[src/rtl/router_pkg.sv]
// Shared definitions for the router ingress path: header field layout,
// the reserved drop address and the ingress arbiter state encoding.
package router_pkg;

    // Header byte layout: {len[7:2], addr[1:0]}
    localparam int LEN_MSB  = 7;
    localparam int LEN_LSB  = 2;
    localparam int ADDR_MSB = 1;
    localparam int ADDR_LSB = 0;
    localparam int LEN_W    = LEN_MSB - LEN_LSB + 1;

    // Packets addressed here are consumed from the source but never forwarded
    localparam logic [1:0] ADDR_INVALID = 2'b11;

    // Arbiter FSM encoding
    localparam logic [2:0] ST_IDLE    = 3'd0;
    localparam logic [2:0] ST_HDR     = 3'd1;
    localparam logic [2:0] ST_PAYLOAD = 3'd2;
    localparam logic [2:0] ST_PARITY  = 3'd3;
    localparam logic [2:0] ST_STATUS  = 3'd4;
    localparam logic [2:0] ST_DROP    = 3'd5;

    function automatic logic [LEN_W-1:0] hdr_len(input logic [7:0] hdr);
        return hdr[LEN_MSB:LEN_LSB];
    endfunction

    function automatic logic [1:0] hdr_addr(input logic [7:0] hdr);
        return hdr[ADDR_MSB:ADDR_LSB];
    endfunction

endpackage

[src/rtl/rr_arbiter.sv]
// Combinational round-robin picker: returns the first requester strictly
// after ptr, wrapping around, so the last winner gets lowest priority.
module rr_arbiter #(
    parameter int N = 4,
    parameter int W = $clog2(N)
) (
    input  logic [N-1:0] req,
    input  logic [W-1:0] ptr,
    output logic [W-1:0] grant_idx,
    output logic         grant_vld
);

    // Scan offsets from farthest to nearest so the nearest hit is the last write and wins
    always_comb begin
        int idx;
        // NOTE: every output gets a default before the scan, so no path can infer a latch.
        idx       = 0;
        grant_idx = '0;
        grant_vld = 1'b0;
        for (int k = N; k >= 1; k--) begin
            idx = int'(ptr) + k;
            if (idx >= N) idx = idx - N;
            if (req[W'(idx)]) begin
                grant_idx = W'(idx);
                grant_vld = 1'b1;
            end
        end
    end

endmodule

[src/rtl/router_ingress_arbiter.sv]
// Ingress arbiter for router_top: grants one of NUM_SRC sources round-robin,
// forwards its header and payload while honouring busy, appends the XOR
// parity byte, drops packets to ADDR_INVALID and reports per-packet status.
module router_ingress_arbiter
    import router_pkg::*;
#(
    parameter int NUM_SRC = 4,
    parameter int ERR_LAT = 2,
    localparam int GW = $clog2(NUM_SRC)
) (
    input  logic                 clock,
    input  logic                 resetn,
    input  logic [NUM_SRC-1:0]   src_req,
    input  logic [8*NUM_SRC-1:0] src_data,
    output logic [NUM_SRC-1:0]   src_ready,
    output logic [7:0]           data_in,
    output logic                 pkt_valid,
    input  logic                 busy,
    input  logic                 error,
    output logic [GW-1:0]        grant_id,
    output logic                 pkt_done,
    output logic                 pkt_err,
    output logic [7:0]           drop_cnt
);

    localparam int              SW        = (ERR_LAT > 1) ? $clog2(ERR_LAT) : 1;
    localparam logic [SW-1:0]   STAT_LAST = SW'(ERR_LAT - 1);
    localparam logic [LEN_W-1:0] LEN_ONE  = LEN_W'(1);

    logic [2:0]       state;
    logic [GW-1:0]    grant;
    logic [GW-1:0]    rr_ptr;
    logic [LEN_W-1:0] len;
    logic [LEN_W-1:0] cnt;
    logic [7:0]       parity;
    logic [SW-1:0]    stat_cnt;

    logic [GW-1:0]    arb_idx;
    logic             arb_vld;
    logic [7:0]       src_bytes [NUM_SRC];
    logic [7:0]       cur_byte;
    logic             hdr_drop;

    rr_arbiter #(.N(NUM_SRC), .W(GW)) u_rr_arbiter (
        .req       (src_req),
        .ptr       (rr_ptr),
        .grant_idx (arb_idx),
        .grant_vld (arb_vld)
    );

    // Split the flat source bus into per-source bytes for the granted-source mux
    always_comb begin
        for (int i = 0; i < NUM_SRC; i++) src_bytes[i] = src_data[8*i +: 8];
    end

    assign cur_byte = src_bytes[grant];
    assign hdr_drop = (hdr_addr(cur_byte) == ADDR_INVALID);
    assign grant_id = grant;

    // Router-side byte, valid flag and source handshake, decoded from state and busy
    always_comb begin
        data_in   = 8'h00;
        pkt_valid = 1'b0;
        src_ready = '0;
        case (state)
            ST_HDR: begin
                if (hdr_drop) begin
                    // Dropped header is swallowed regardless of router busy
                    src_ready[grant] = 1'b1;
                end else begin
                    data_in          = cur_byte;
                    pkt_valid        = 1'b1;
                    src_ready[grant] = ~busy;
                end
            end
            ST_PAYLOAD: begin
                data_in          = cur_byte;
                pkt_valid        = 1'b1;
                src_ready[grant] = ~busy;
            end
            ST_PARITY: data_in = parity;
            // A zero-length drop has nothing left to consume
            ST_DROP:   src_ready[grant] = (len != '0);
            default: ;
        endcase
    end

    // Packet sequencing: grant, length/parity tracking, status sampling and drop counting
    always_ff @(posedge clock) begin
        // NOTE: state uses non-blocking assignments so every flop sees pre-edge values.
        if (!resetn) begin
            state    <= ST_IDLE;
            grant    <= '0;
            rr_ptr   <= GW'(NUM_SRC - 1);
            len      <= '0;
            cnt      <= '0;
            parity   <= 8'h00;
            stat_cnt <= '0;
            drop_cnt <= 8'h00;
            pkt_done <= 1'b0;
            pkt_err  <= 1'b0;
        end else begin
            pkt_done <= 1'b0;
            pkt_err  <= 1'b0;
            case (state)
                ST_IDLE: begin
                    if (arb_vld) begin
                        grant  <= arb_idx;
                        rr_ptr <= arb_idx;
                        state  <= ST_HDR;
                    end
                end
                ST_HDR: begin
                    if (hdr_drop || !busy) begin
                        len    <= hdr_len(cur_byte);
                        parity <= cur_byte;
                        cnt    <= '0;
                        if (hdr_drop)                   state <= ST_DROP;
                        else if (hdr_len(cur_byte) == '0) state <= ST_PARITY;
                        else                            state <= ST_PAYLOAD;
                    end
                end
                ST_PAYLOAD: begin
                    if (!busy) begin
                        parity <= parity ^ cur_byte;
                        cnt    <= cnt + LEN_ONE;
                        if (cnt == len - LEN_ONE) state <= ST_PARITY;
                    end
                end
                ST_PARITY: begin
                    if (!busy) begin
                        stat_cnt <= '0;
                        state    <= ST_STATUS;
                    end
                end
                ST_STATUS: begin
                    if (stat_cnt == STAT_LAST) begin
                        pkt_done <= 1'b1;
                        pkt_err  <= error;
                        state    <= ST_IDLE;
                    end else begin
                        stat_cnt <= stat_cnt + SW'(1);
                    end
                end
                ST_DROP: begin
                    if (len == '0 || cnt == len - LEN_ONE) begin
                        if (drop_cnt != 8'hFF) drop_cnt <= drop_cnt + 8'd1;
                        state <= ST_IDLE;
                    end else begin
                        cnt <= cnt + LEN_ONE;
                    end
                end
                default: state <= ST_IDLE;
            endcase
        end
    end

endmodule

[config.mk]
export PLATFORM = sky130hd
export DESIGN_NAME = router_ingress_arbiter
export DESIGN_NICKNAME = d
export VERILOG_FILES = /design/src/rtl/router_pkg.sv /design/src/rtl/rr_arbiter.sv /design/src/rtl/router_ingress_arbiter.sv
export SDC_FILE = /design/constraint.sdc
export NUM_CORES = 1
export LEC_CHECK = 0
export CAP_MARGIN = 20
export CORE_UTILIZATION = 44
export DETAILED_ROUTE_END_ITERATION = 7
export GPL_TIMING_DRIVEN = 0
export PLACE_DENSITY = 0.81
export SETUP_SLACK_MARGIN = 0.02
export SYNTH_ARGS = -nofsm -noshare
export SYNTH_HDL_FRONTEND = slang
export SYNTH_HIERARCHICAL = 1
export SYNTH_SLANG_ARGS = --single-unit
[constraint.sdc]
create_clock -name clock -period 2.35 [get_ports clock]
set_clock_uncertainty 0.15 [all_clocks]
set_input_delay 0.235 -clock clock [delete_from_list [all_inputs] [get_ports clock]]
set_output_delay 0.235 -clock clock [all_outputs]
set_load 0.02 [all_outputs]
Word level (Yosys, flattened, before mapping)
Index checks and enable logic that the tools add are counted.
- register bits: 38
- bits in latches: 0
- memories kept: 0
- bits of input ports: 40
- memory bits (read-only): 0
- bits in writable memories: 0
- word-level logic and storage cells: 130
- eq/ne operators: 16
- muxes and demuxes: 56
- reduce and logical (&&, ||, !) cells: 20
- $mul: 0
- magnitude comparators: 11
- $add $sub $neg: 12
- divide/modulo/power cells: 0
- bitwise logic cells: 5
- shifts and indexed selects: 0
- operators by type and width (cell ; count):
    2-to-1 mux 8 bit ; 5
    2-to-1 mux 3 bit ; 8
    one-hot mux 8 bit (3 select lines) ; 1
    2-to-1 mux 1 bit ; 18
    2-to-1 mux 6 bit ; 3
    one-hot mux 3 bit (6 select lines) ; 1
    one-hot mux 6 bit (3 select lines) ; 1
    binary-select mux 8 bit (select 2 bit) ; 1
    less-than comparator 2 x 4 -> 1 bit, second input constant ; 4
    2-to-1 mux 2 bit ; 8
    inequality test 2 bit, second input constant ; 8
    one-hot mux 8 bit (2 select lines) ; 1
    >= comparator 3 bit, second input constant ; 4
    zero test 6 bit ; 2
    one-hot mux 4 bit (3 select lines) ; 1
    AND reduction 3 bit ; 3
    adder 8 x 1 -> 8 bit, second input constant ; 1
    bitwise AND 4 bit ; 2
    binary-select mux 1 bit (select 2 bit) ; 4
    inequality test 8 bit, second input constant ; 1
    AND reduction 2 bit ; 4
    subtractor 2 x 1 -> 2 bit, second input constant ; 4
    bitwise XOR 8 bit ; 1
    AND reduction 7 bit ; 1
    other kinds (27) ; 33

Depth between registers and ports, before layout
- depth in word-level cells: 12
- mapped depth: 9

Hierarchy
The synthesis kept the hierarchy.
- by module, submodules not included (module ; instances ; area each (µm²) ; cells an instance):
    router_ingress_arbiter ; 1 ; 2374.8 ; 293
    rr_arbiter ; 1 ; 91.3 ; 14

Worst setup path before layout
Ideal clock, no wire load.
- path type: reg2out
- from: register grant[0], in the netlist grant_id[0]
- to: output data_in[2]
- path slack: -0.302 ns
- stages on the path, launching flop included: 6
- data arrival time: 2.267 ns
- required time: 1.965 ns
- path through: dfxtp_1 -> mux4_1 -> nand2_1 -> a21oi_1 -> nor2_1 -> a22o_1
- longest elaborated chain between the ends: 7
- ends and longest elaborated chain (element ; line ; RTL):
    from (decl) ; router_ingress_arbiter.sv:31 ; logic [GW-1:0] grant;
    from (signal assigned) ; router_ingress_arbiter.sv:108 ; grant <= arb_idx;
    NOT 2 -> 3 bit (implied by the code) (*) ; router_ingress_arbiter.sv:56 ; assign cur_byte = src_bytes[grant];
    binary-select mux 8 bit (select 2 bit) (*) ; router_ingress_arbiter.sv:56 ;
    2-to-1 mux 8 bit (implied by the code) (*) (2 in series) ; router_ingress_arbiter.sv:56 ;
    equality test 2 bit ; router_ingress_arbiter.sv:57 ; assign hdr_drop = (hdr_addr(cur_byte) == ADDR_INVALID);
    2-to-1 mux 8 bit ; router_ingress_arbiter.sv:67 ; if (hdr_drop) begin
    one-hot mux 8 bit (3 select lines) (*) ; router_ingress_arbiter.sv:65 ; case (state)
    to (decl) ; router_ingress_arbiter.sv:16 ; output logic [7:0] data_in,
Every way passes the cells marked *; elsewhere a longest branch is shown, timed or not. The select of a mux whose other input is x is not followed.

Final worst setup path
- from: register grant[0], in the netlist grant_id[0]
- to: output data_in[4]
Same word-level chain as after synthesis.

==> key figures <==
Logic synthesis
  – Post-Syn Instances: 307
  – Synth Register Bits: 38
  – Average size of a mapped cell: 8.03 µm²
  – Count leader, synth: nand2_1
  – YS warnings: 6
  – Yosys top cell area share: 30.8%
  – Top cells by count, synth: nand2_1 (41), dfxtp_1 (38), a21oi_1 (30), nor2_1 (30), o21ai_0 (21)
  – Count of different cell masters after synthesis: 52
  – Post-synth EDFFs: 0
  – Share of async-settable or async-resettable flops after synthesis: 0%
  – Most used DFF post-synth: dfxtp_1
  – Dominant cell type by area after synthesis: dfxtp_1
  – Share of the yosys chip area belonging to registers: 30.8%
  – Synthesized area: 2470 µm²
  – Post-Syn Nets: 351
  – Synth area leaders: dfxtp_1 (31%), mux4_1 (6.4%), nand2_1 (6.2%), a21oi_1 (6.1%), nor2_1 (4.6%)

Detailed routing
  – DRC violation count after routing: 0
  – Vias: 2749
  – Met1 Wirelength: 2830 µm
  – Initial drt markers: 216
  – Top Layer Used: met4
  – Met3 wire length: 581 µm
  – Per-cell routed wire length: 15.8 µm
  – DRT Pass-1 Iters: 5
  – Post-DRT Antenna Nets: 0
  – Met2 WL: 3670 µm
  – Total Wirelength: 7310 µm
  – Via/cell ratio: 5.94

STA
  – RSZ-0062 raised after global routing: true
  – Hold slack: 0.339 ns
  – Max-slew headroom: 43.7%
  – Fin crit period: 2.45 ns
  – Crit share post-route: 104%
  – Fin. Hold Viols: 0
  – Fin worst setup slack: -0.102 ns
  – Max Slew Vio Count: 0
  – FMAX: 408 MHz
  – Final setup vio count: 12
  – Worst Tran Pin Value: 0.838 ns

Clocking
  – # clock sinks: 38
  – Clk slew on worst S/H paths: 0.07 ns
  – Bufs on Longest Clock Path: 2
  – Clock tree from TritonCTS: done
  – Hold buffers post-CTS: 0
  – Root buffer cell: clkbuf_8
  – H-tree levels: 2
  – Num CTS Buffers: 5
  – Clk_lat worst skew: 0.29 ns

Hold path
  – Min-Delay Path Depth: 2
  – Worst hold path class: reg -> reg

Power
  – Seq pwr share: 25.1%
  – Clock power share: 11.9%
  – Int Pwr: 2200 µW
  – Combinational Power Share: 63.0%
  – Power Density: 1100 nW/µm²
  – Total power: 3900 µW
  – VDD IR max: 619 µV
  – P_sw: 1690 µW
  – Switching share of power: 43.4%
  – Static Leakage: 0.00135 µW

Floorplanning
  – # rows: 26
  – Core Region: 5240 µm²
  – Die width: 76.9 µm
  – Die height: 76.9 µm
  – Die area: 5910 µm²
  – IO Pins: 65
  – Starting Density: 47.1%

Final layout
  – Layout cells sized above 1: 22.4%
  – Register cell area after layout: 774 µm²
  – NumNets Final: 437
  – Multi-input logic area: 1710 µm²
  – Fillers: 415
  – Area Overhead vs Synth: 44.3%
  – ANT cells: 0
  – Number of non-filler instances in the completed layout: 463

Status
  – Failing checks: negative setup slack
  – Outcome: finished, violations left

Setup path
  – Crit path DAT: 2.07 ns
  – Reg2Reg Depth: 7
  – Worst-path cell chain: mux4_2, nand2_2, a21oi_2, nor2_4, buf_6, a22o_1, buf_6
  – Critical path peak fanout: 5
  – Crit end category: output pin
  – Crit Path Class: reg -> out
  – Critical Path RT: 1.97 ns
  – Crit-path slowest cell: mux4_2
  – Slowest cell delay on critical path: 0.57 ns
  – Cell mode on critical path: buf_6
  – Crit path launch type: flip-flop

Global route
  – Global route overflow: 0
  – GRT Overall Usage: 24.2%
  – Vias in the first global route: 2561
  – Pin count of the biggest net entering global routing: 15
  – Initial antenna violation count: 0
  – First-pass GRT wire length: 11600 µm

Flow run
  – Max Cap Violations: 0

Place
  – GPL Wtd Cong: 0.848
  – Post-DP HPWL: 4910 µm
  – Post-placement cell count: 441
  – Port Buffers: 64
  – Setup WS pre-CTS: -0.881 ns
[power by group through the flow]
stage	registers [µW]	logic, µW	clock network [µW]
floorplan	918	1330	0
global placement	927	1890	0
detailed placement	937	1920	0
CTS	956	2150	464
global route	997	2640	502
finish	978	2460	463
[metal layers]
layer	vias to the layer above	GRT usage, %
li1	1295	-
met1	1280	29.3
met2	148	41.6
met3	26	5.12
met4	0	9.23
met5	-	0
[logic make-up (layout without fill, tap and decap cells)]
logic type	Yosys count	after routing	share of synthesized area, %
xor gates and xnor gates	7	7	2.49
DFF	38	38	30.8
adders and majority gates	4	4	2.03
AOI/OAI and AO/OA	84	84	21.3
muxes	17	17	12.0
and+or+nand+nor	134	134	26.8
buffers and inverters	23	109	4.52
[what timing repair did]
action	in CTS	in global routing
gates resized for setup	94	29
endpoints found under the setup margin	31	37
setup buffers	12	5
pin swaps	8	6
[stage by stage]
| stage | instance area, µm² | TNS [ns] | util (%) |
|---|---|---|---|
| after global routing | 3560 | -1.90 | 67.9 |
| after floorplan | 2470 | 0 | - |
| final | 3560 | -0.715 | 67.9 |
| after detailed placement | 3200 | -13.96 | 61.1 |
| after global placement | 3200 | -12.30 | 61.1 |
| after CTS | 3400 | -0.385 | 64.9 |
[critical path: cells and delay by family (launching register included)]
family | cells | cell delay (ns)
multiplexers | 1 | 0.57
flip-flops | 1 | 0.39
AND/OR/NAND/NOR | 2 | 0.30
buffers and inverters | 2 | 0.26
AO/OA/AOI/OAI | 2 | 0.25
[worst paths after layout]
path                                                from                      to  slack [ns]
worst min-delay path              parity[2]$_SDFFE_PN0P_  parity[2]$_SDFFE_PN0P_        0.34
worst min register to register    parity[2]$_SDFFE_PN0P_  parity[2]$_SDFFE_PN0P_        0.34
worst max-delay path            grant_id[0]$_SDFFE_PN0P_              data_in[4]       -0.10
worst max register to register  grant_id[0]$_SDFFE_PN0P_   state[0]$_SDFFE_PN0P_       -0.08
[area by class of cell]
cell class                      count  area share [%]
Buffer                             13            2.60
Tap cell                           70            2.46
Inverter                            8           0.844
Clock buffer                        7            2.43
Multi-Input combinational cell    246            48.1
Timing Repair Buffer               81            21.8
Sequential cell                    38            21.8
[sequential cells by signal, indices dropped and copies added (netlist names), 2 cells and up]
register	count
cnt	6
drop_cnt	8
grant_id	2
len	6
parity	8
rr_ptr	2
state	3
[layout by cell type, fill, tap and decap left out, types with 3 or more instances in the layout]
cell / n
mux4_2: 6
a22o_1: 5
dfxtp_4: 3
nand2_1: 39
clkdlybuf4s50_1: 51
nor3_1: 6
o211ai_1: 3
o2111ai_2: 3
or4_1: 4
buf_6: 13
dfxtp_1: 33
a21oi_1: 27
xor2_1: 6
ha_1: 3
o21ai_0: 20
nand3_1: 13
mux2i_1: 6
o31ai_1: 4
nor3b_1: 4
buf_2: 5
and3_1: 5
inv_1: 6
clkbuf_8: 6
a21oi_2: 3
nor2_1: 26
buf_4: 17
nand3b_1: 4
nand2b_1: 9
clkbuf_1: 5
No activity file was read; power rests on OpenSTA's default activity.
